File: src/rtl/prbs_block_ctrl.sv
// Frame/block sequencer for the PRBS randomizer: seed-load pulse per block, bit gating, progress and done reporting.
// Bit transfers are combinational (src_ready = prbs_ready & fec_ready in RUN); define PRBS_STALL_TIMEOUT_EN for the stall watchdog.
module prbs_block_ctrl #(
  parameter int BLOCK_BITS = 96,
  parameter int NBLK_W     = 8
`ifdef PRBS_STALL_TIMEOUT_EN
  ,
  parameter int TIMEOUT    = 1024
`endif
) (
  input  logic                          clk,
  input  logic                          reset,
  input  logic                          start,
  input  logic [NBLK_W-1:0]             num_blocks,
  input  logic                          abort,
  input  logic                          src_valid,
  output logic                          src_ready,
  output logic                          prbs_load,
  output logic                          prbs_en,
  output logic                          prbs_valid,
  input  logic                          prbs_ready,
  input  logic                          fec_ready,
  output logic                          busy,
  output logic                          block_start,
  output logic                          block_end,
  output logic                          done,
  output logic [$clog2(BLOCK_BITS)-1:0] bit_cnt,
  output logic [NBLK_W-1:0]             blk_cnt,
  output logic                          err
);

  localparam int BIT_W = $clog2(BLOCK_BITS);
  localparam logic [BIT_W-1:0] LAST_BIT = BIT_W'(BLOCK_BITS - 1);

  typedef enum logic [1:0] {IDLE, LOAD, RUN, DONE} state_t;

  state_t            state, state_nxt;
  logic [NBLK_W-1:0] num_lat;
  logic [NBLK_W-1:0] blk_inc;
  logic              xfer;
  logic              last_bit;
  logic              last_blk;
  logic              start_ok;
  logic              stall_to;

  assign src_ready   = (state == RUN) & prbs_ready & fec_ready;
  assign xfer        = src_valid & src_ready;
  assign prbs_en     = xfer;
  assign prbs_valid  = xfer;
  assign last_bit    = (bit_cnt == LAST_BIT);
  assign blk_inc     = blk_cnt + 1'b1;
  assign last_blk    = (blk_inc == num_lat);
  assign block_start = xfer & (bit_cnt == '0);
  assign block_end   = xfer & last_bit;
  assign start_ok    = start & ~abort & (num_blocks != '0);

  always_ff @(posedge clk) begin
    if (reset) begin
      state <= IDLE;
    end else begin
      state <= state_nxt;
    end
  end

  always_comb begin
    state_nxt = state;
    prbs_load = 1'b0;
    done      = 1'b0;
    busy      = 1'b1;
    unique case (state)
      IDLE: begin
        busy = 1'b0;
        if (start_ok) state_nxt = LOAD;
      end
      LOAD: begin
        prbs_load = 1'b1;
        state_nxt = RUN;
      end
      RUN: begin
        if (xfer && last_bit) state_nxt = last_blk ? DONE : LOAD;
        else if (stall_to)    state_nxt = IDLE;
      end
      DONE: begin
        done      = 1'b1;
        state_nxt = IDLE;
      end
      default: state_nxt = IDLE;
    endcase
    // An in-flight transfer still completes this cycle; only the next state is overridden.
    if (abort && (state != IDLE)) state_nxt = IDLE;
  end

  always_ff @(posedge clk) begin
    if (reset) begin
      bit_cnt <= '0;
      blk_cnt <= '0;
      num_lat <= '0;
    end else if (state == IDLE) begin
      // blk_cnt keeps the last frame's count until a new frame is accepted.
      if (start_ok) begin
        num_lat <= num_blocks;
        blk_cnt <= '0;
        bit_cnt <= '0;
      end
    end else if (abort || stall_to) begin
      bit_cnt <= '0;
      blk_cnt <= '0;
    end else if (state == LOAD) begin
      bit_cnt <= '0;
    end else if (xfer) begin
      if (last_bit) begin
        bit_cnt <= '0;
        blk_cnt <= blk_inc;
      end else begin
        bit_cnt <= bit_cnt + 1'b1;
      end
    end
  end

`ifdef PRBS_STALL_TIMEOUT_EN
  localparam int STALL_W = $clog2(TIMEOUT + 1);
  localparam logic [STALL_W-1:0] STALL_LAST = STALL_W'(TIMEOUT - 1);

  logic [STALL_W-1:0] stall_cnt;

  // Held at zero outside RUN, so every entry into RUN starts a fresh count.
  always_ff @(posedge clk) begin
    if (reset || (state != RUN) || xfer || stall_to) begin
      stall_cnt <= '0;
    end else begin
      stall_cnt <= stall_cnt + 1'b1;
    end
  end

  assign stall_to = (state == RUN) & ~xfer & (stall_cnt == STALL_LAST);
`else
  assign stall_to = 1'b0;
`endif

  assign err = stall_to;

endmodule

File: config.mk
export PLATFORM = sky130hd
export DESIGN_NAME = prbs_block_ctrl
export DESIGN_NICKNAME = d
export VERILOG_FILES = /design/src/rtl/prbs_block_ctrl.sv
export SDC_FILE = /design/constraint.sdc
export NUM_CORES = 1
export LEC_CHECK = 0
export CORE_ASPECT_RATIO = 1.5
export CORE_MARGIN = 10
export CORE_UTILIZATION = 41
export CTS_CLUSTER_SIZE = 14
export DETAILED_ROUTE_END_ITERATION = 10
export GPL_TIMING_DRIVEN = 1
export PLACE_DENSITY = 0.78
export SETUP_SLACK_MARGIN = 0.1
export SLEW_MARGIN = 10
export SYNTH_ARGS = -nofsm -noshare
export SYNTH_HDL_FRONTEND = slang
export SYNTH_SLANG_ARGS = --single-unit
File: constraint.sdc
create_clock -name clk -period 1.6 [get_ports clk]
set_input_delay 0.32 -clock clk [delete_from_list [all_inputs] [get_ports clk]]
set_output_delay 0.32 -clock clk [all_outputs]
set_load 0.05 [all_outputs]
== After elaboration in Yosys (flattened, before gate mapping) ==
Cells that the tools add are included.

* $add $sub $neg: 2
* Multiply operators: 0
* Divide/modulo/power cells: 0
* Magnitude comparators: 0
* Equal/unequal tests: 8
* Shifts and indexed selects: 0
* Muxes and demuxes: 19
* Bitwise logic cells: 8
* Reduce and logical (&&, ||, !) cells: 14

{| class="wikitable"
|+ Operators by type and width
! operator !! number
|-
| $mux W8 || 6
|-
| $mux W7 || 6
|-
| $add A8 B1 Y8 const B || 1
|-
| $eq A8 B8 Y1 || 1
|-
| $pmux W2 S4 || 1
|-
| $reduce_bool A8 Y1 || 1
|-
| $add A7 B1 Y7 const B || 1
|-
| $and A1 B1 Y1 || 7
|-
| $eq A7 B7 Y1 const B || 1
|-
| $logic_not A7 Y1 || 1
|-
| $mux W2 || 3
|-
| $reduce_and A2 Y1 || 3
|-
| $reduce_bool A3 Y1 || 2
|-
| $eq A2 B2 Y1 const B || 2
|-
| $reduce_and A4 Y1 || 1
|-
| $reduce_bool A4 Y1 || 1
|-
| $mux W1 || 3
|-
| $ne A3 B3 Y1 const B || 1
|-
| $eq A2 B1 Y1 const B || 1
|-
| $logic_and A1 B1 Y1 || 2
|-
| $logic_not A2 Y1 || 1
|-
| $ne A2 B1 Y1 const B || 1
|-
| $ne A2 B2 Y1 const B || 1
|-
| $reduce_bool A2 Y1 || 1
|-
| other kinds (2) || 2
|}

* Register bits: 25
* Latch bits: 0
* Memory bits (writable): 0
* ROM bits: 0
* Output and inout port bits: 24
* Word-level logic and storage cells: 55
* Memories kept: 0

== Depth between registers and ports, before layout ==
* Depth in word-level cells: 8
* Gate-level depth with buffers: 7
* Depth with buffers taken out: 6

== Least setup slack after synthesis ==
No wires, ideal clock.

* Kind: register to output
* Start point: register bit_cnt[0]
* End point: output block_start
* Arrival: 1.899 ns
* Data required time: 1.280 ns
* Setup slack: -0.619 ns
* Stages on the path, launching flop included: 5
* Path buffers: 0
* Cells stage by stage: dfxtp_1 > inv_1 > ha_1 > nand3_1 > nor3_1

* Cells in the longest elaborated chain, start to end: 2

{| class="wikitable"
|+ RTL lines
! what !! RTL line !! RTL
|-
| start, declared || 27 || <nowiki>output logic [$clog2(BLOCK_BITS)-1:0] bit_cnt,</nowiki>
|-
| start signal, assigned || 115 || <nowiki>bit_cnt <= bit_cnt + 1'b1;</nowiki>
|-
| $logic_not A7 Y1 || 53 || <nowiki>assign block_start = xfer & (bit_cnt == '0);</nowiki>
|-
| $and A1 B1 Y1 || 53 ||
|-
| end, declared || 24 || <nowiki>output logic block_start,</nowiki>
|}

Every way passes these cells.

== Worst setup path in the final report ==
* Start point: register bit_cnt[0]
* End point: register blk_cnt[4]

* Cells in the longest elaborated chain, start to end: 3

{| class="wikitable"
|+ RTL lines
! what !! RTL line !! RTL
|-
| $eq A7 B7 Y1 || 50 || <nowiki>assign last_bit = (bit_cnt == LAST_BIT);</nowiki>
|-
| $reduce_bool A3 Y1 (no source line) || -- ||
|-
| $reduce_and A4 Y1 (no source line) || -- ||
|-
| end signal, assigned || 113 || <nowiki>blk_cnt <= blk_inc;</nowiki>
|-
| end, declared || 28 || <nowiki>output logic [NBLK_W-1:0] blk_cnt,</nowiki>
|}

Every way passes these cells.
A chain may end at the register's enable or synchronous reset.

==> summary.txt <==
Logic synthesis
  • Count leader, synth: dfxtp_1
  • Count of cell types in the netlist: 50
  • Most frequent cells after synthesis: 25 x dfxtp_1, 19 x nor2_1, 16 x nand2_1
  • Top cells by area, synth: dfxtp_1 33%, mux2i_1 5.2%, xor2_1 5.1%
  • Synth Register Bits: 25
  • Cells after Synth: around 180
  • Mapped cell area: between 1500 and 2000 um^2
  • Top-area cell type share of the netlist area: 32.5%
  • Dominant cell type by area after synthesis: dfxtp_1
  • Syn_nets: 202
  • Number of flops mapped to enable cells by yosys: 0
  • Primary FF master, synth: dfxtp_1
  • Mean area per synthesized cell: 8.36 um^2
  • Sequential share of the synthesized area: 32.5%
  • Post-synthesis async set-or-reset flop share: 0%
  • YS warnings: 0

Power and ir drop
  • Sw frac: 31.6%
  • Int Power: 1.02 mW
  • Peak VDD IR: 0.000370 V
  • Switch Pwr: 0.470 mW
  • Leakage: between 1 and 1.5 nW
  • Comb pwr share: 29.3%
  • Pwr/cell area: about 510 nW/um^2
  • Overall power: 1.49 mW
  • Clock Power Share: roughly a quarter
  • Sequential share of power: between 40% and 50%

Clocking
  • Worst skew pair latency: 0.28 ns
  • CTS clk-pin slew, worst paths: around 0.10 ns
  • CTS Hold Buffers Added: 0
  • TritonCTS buffer count: 3
  • CTS tree: yes
  • Clk buf depth: 2
  • H-tree depth: 1
  • Clock Root Buffer: clkbuf_8
  • TritonCTS Sinks: 25

Flow run
  • Max-cap viol count: 0

Drt
  • Avg WL per Cell: 21.5 um
  • DRT Pass-1 Iters: 4
  • DRT iter0 DRCs: 175
  • Routed via count: 1,901
  • Final wirelength: roughly 6700 um
  • Via density: approximately 6.1
  • Routed Antenna Nets: 0
  • Residual DRC: 0

Global routing
  • Global-route wire length before repair: ~9600 um
  • Gr usage total: 17.5%
  • Vias in the first global route: 1,928
  • Remaining global-route overflow: 0
  • Largest net degree at the start of global routing: 23
  • Initial antenna violation count: 0

Setup path
  • WP data arrival: around 2.1 ns
  • Worst Path Required: 1.76 ns
  • CP max stage delay: between 0.3 and 0.4 ns
  • CP max-delay cell: dfxtp_4
  • Reg2reg setup slack: -0.34 ns
  • Critical path startpoint category: flop
  • Most frequent CP cell: nand4_1
  • Crit path kind: flop to flop
  • Crit. End Element: flop
  • Crit path max fanout: 3
  • Crit path cell chain: ha_4 -> nand4_1 -> nor4_4 -> buf_4 -> nand4_1 -> o31a_1 -> a311oi_1

Die
  • Die width: 70.0 um
  • Core ar.: 3650 um^2
  • Initial Util: 42.1%
  • Die area: about 6700 um^2
  • I/O Pins: 39
  • Die Ht: 95.0 um
  • Row count: 27

Layout
  • Area growth syn-to-layout: 88.3%
  • Post-layout util: 79.4%
  • Layout cell share with drive strength beyond 1: 55.7%
  • Final nets: 290
  • Final instance area: approximately 2900 um^2
  • # diodes: 0
  • Post-Layout Cell Count: 314

Run status
  • Status: complete, but fails checks
  • Failing checks: negative setup slack

Placement
  • DP HPWL: 3890 um
  • Buffers on Ports: 37
  • Cells after DPL: 294
  • Setup WS pre-CTS: -0.470 ns
  • RePlAce Congestion: 0.838
  • Area after DPL: 2460 um^2

STA
  • Final TNS setup: -3.44 ns
  • Min Hold Slack: 0.428 ns
  • Max Clock Skew: 0.00692 ns
  • Fmax: 0.515 GHz
  • RSZ-0062 raised after global routing: yes
  • Worst setup margin: -0.341 ns
  • Final Hold Fails: 0
  • Slew Viols, Final: 0
  • Final min period: 1.94 ns
  • Final worst path period share: 121%
  • Setup Viol. Count Final: 20

Hold path
  • Hold/Removal Path Class: input pin to flop
## layer usage
metal	up-vias	global-route usage, %	wire length, um	share of wire [%]
met2	112	33.0	3590	53
li1	832	-	-	-
met3	31	3.67	460	6.8
met5	-	0	0	0
met4	0	10.1	303	4.5
met1	926	17.4	2390	35
## critical path, delay by kind of cell (launching register included)
kind	cells	cell delay, ns
and+or+nand+nor	3	0.59
adders and majority gates	1	0.14
AOI/OAI and AO/OA	2	0.54
buffers and inverters	1	0.18
DFF	1	0.38
## cell usage in the layout, fill, tap and decap left out, types with 7 or more instances in the layout
master,synthesis,routed
a21oi_2,1,7
buf_12,0,19
buf_4,3,44
buf_6,1,17
dfxtp_1,25,10
dfxtp_2,0,13
mux2i_1,8,8
nand2_1,16,14
nor2_1,19,15
xor2_1,9,9
## sequential cells by signal, indices dropped and copies added (netlist names)
| register | count |
|---|---|
| bit_cnt | 7 |
| num_lat | 8 |
| state | 2 |
| blk_cnt | 8 |
## logic make-up (layout without fill, tap and decap cells)
group / after synthesis / after routing / share of synthesized area [%]
mux: 8 / 8 / 5.21
fa+ha+maj: 3 / 3 / 2.44
xor+xnor: 14 / 14 / 7.97
simple gates: 82 / 82 / 30.8
flops: 25 / 25 / 32.5
buf+inv: 18 / 105 / 5.69
compound gates: 33 / 33 / 15.1
other cells: 1 / 1 / 0.244
## power groups by stage
| stage | clock network [mW] | registers (mW) | logic (mW) |
|---|---|---|---|
| global route | 0.411 | 0.659 | 0.455 |
| global placement | 0 | 0.670 | 0.340 |
| finish | 0.395 | 0.657 | 0.436 |
| CTS | 0.389 | 0.655 | 0.390 |
| detailed placement | 0 | 0.671 | 0.347 |
| floorplan | 0 | 0.682 | 0.170 |
## timing repair
action | CTS | global route
endpoints found under the setup margin | 32 | 32
hold endpoints to repair | 0 | 0
pin swaps | 23 | 27
buffers inserted | 12 | 6
resized for setup | 52 | 37
## final timing paths
kind                                    start          to  cells past startpoint
worst max-delay path               bit_cnt[0]  blk_cnt[4]                      7
worst min register to register     bit_cnt[6]  bit_cnt[6]                      2
worst max register to register     bit_cnt[0]  blk_cnt[4]                      7
worst min-delay path            num_blocks[3]  num_lat[3]                      4
## final cells by class
class	instances	area (um^2)
tap	43	53.8
timing repair buffer	94	1010
sequential	25	524
fill	188	753
inverter	7	33.8
clock buffer	4	45.0
multi-input combinational	141	1230
No activity file was read; power rests on OpenSTA's default activity.
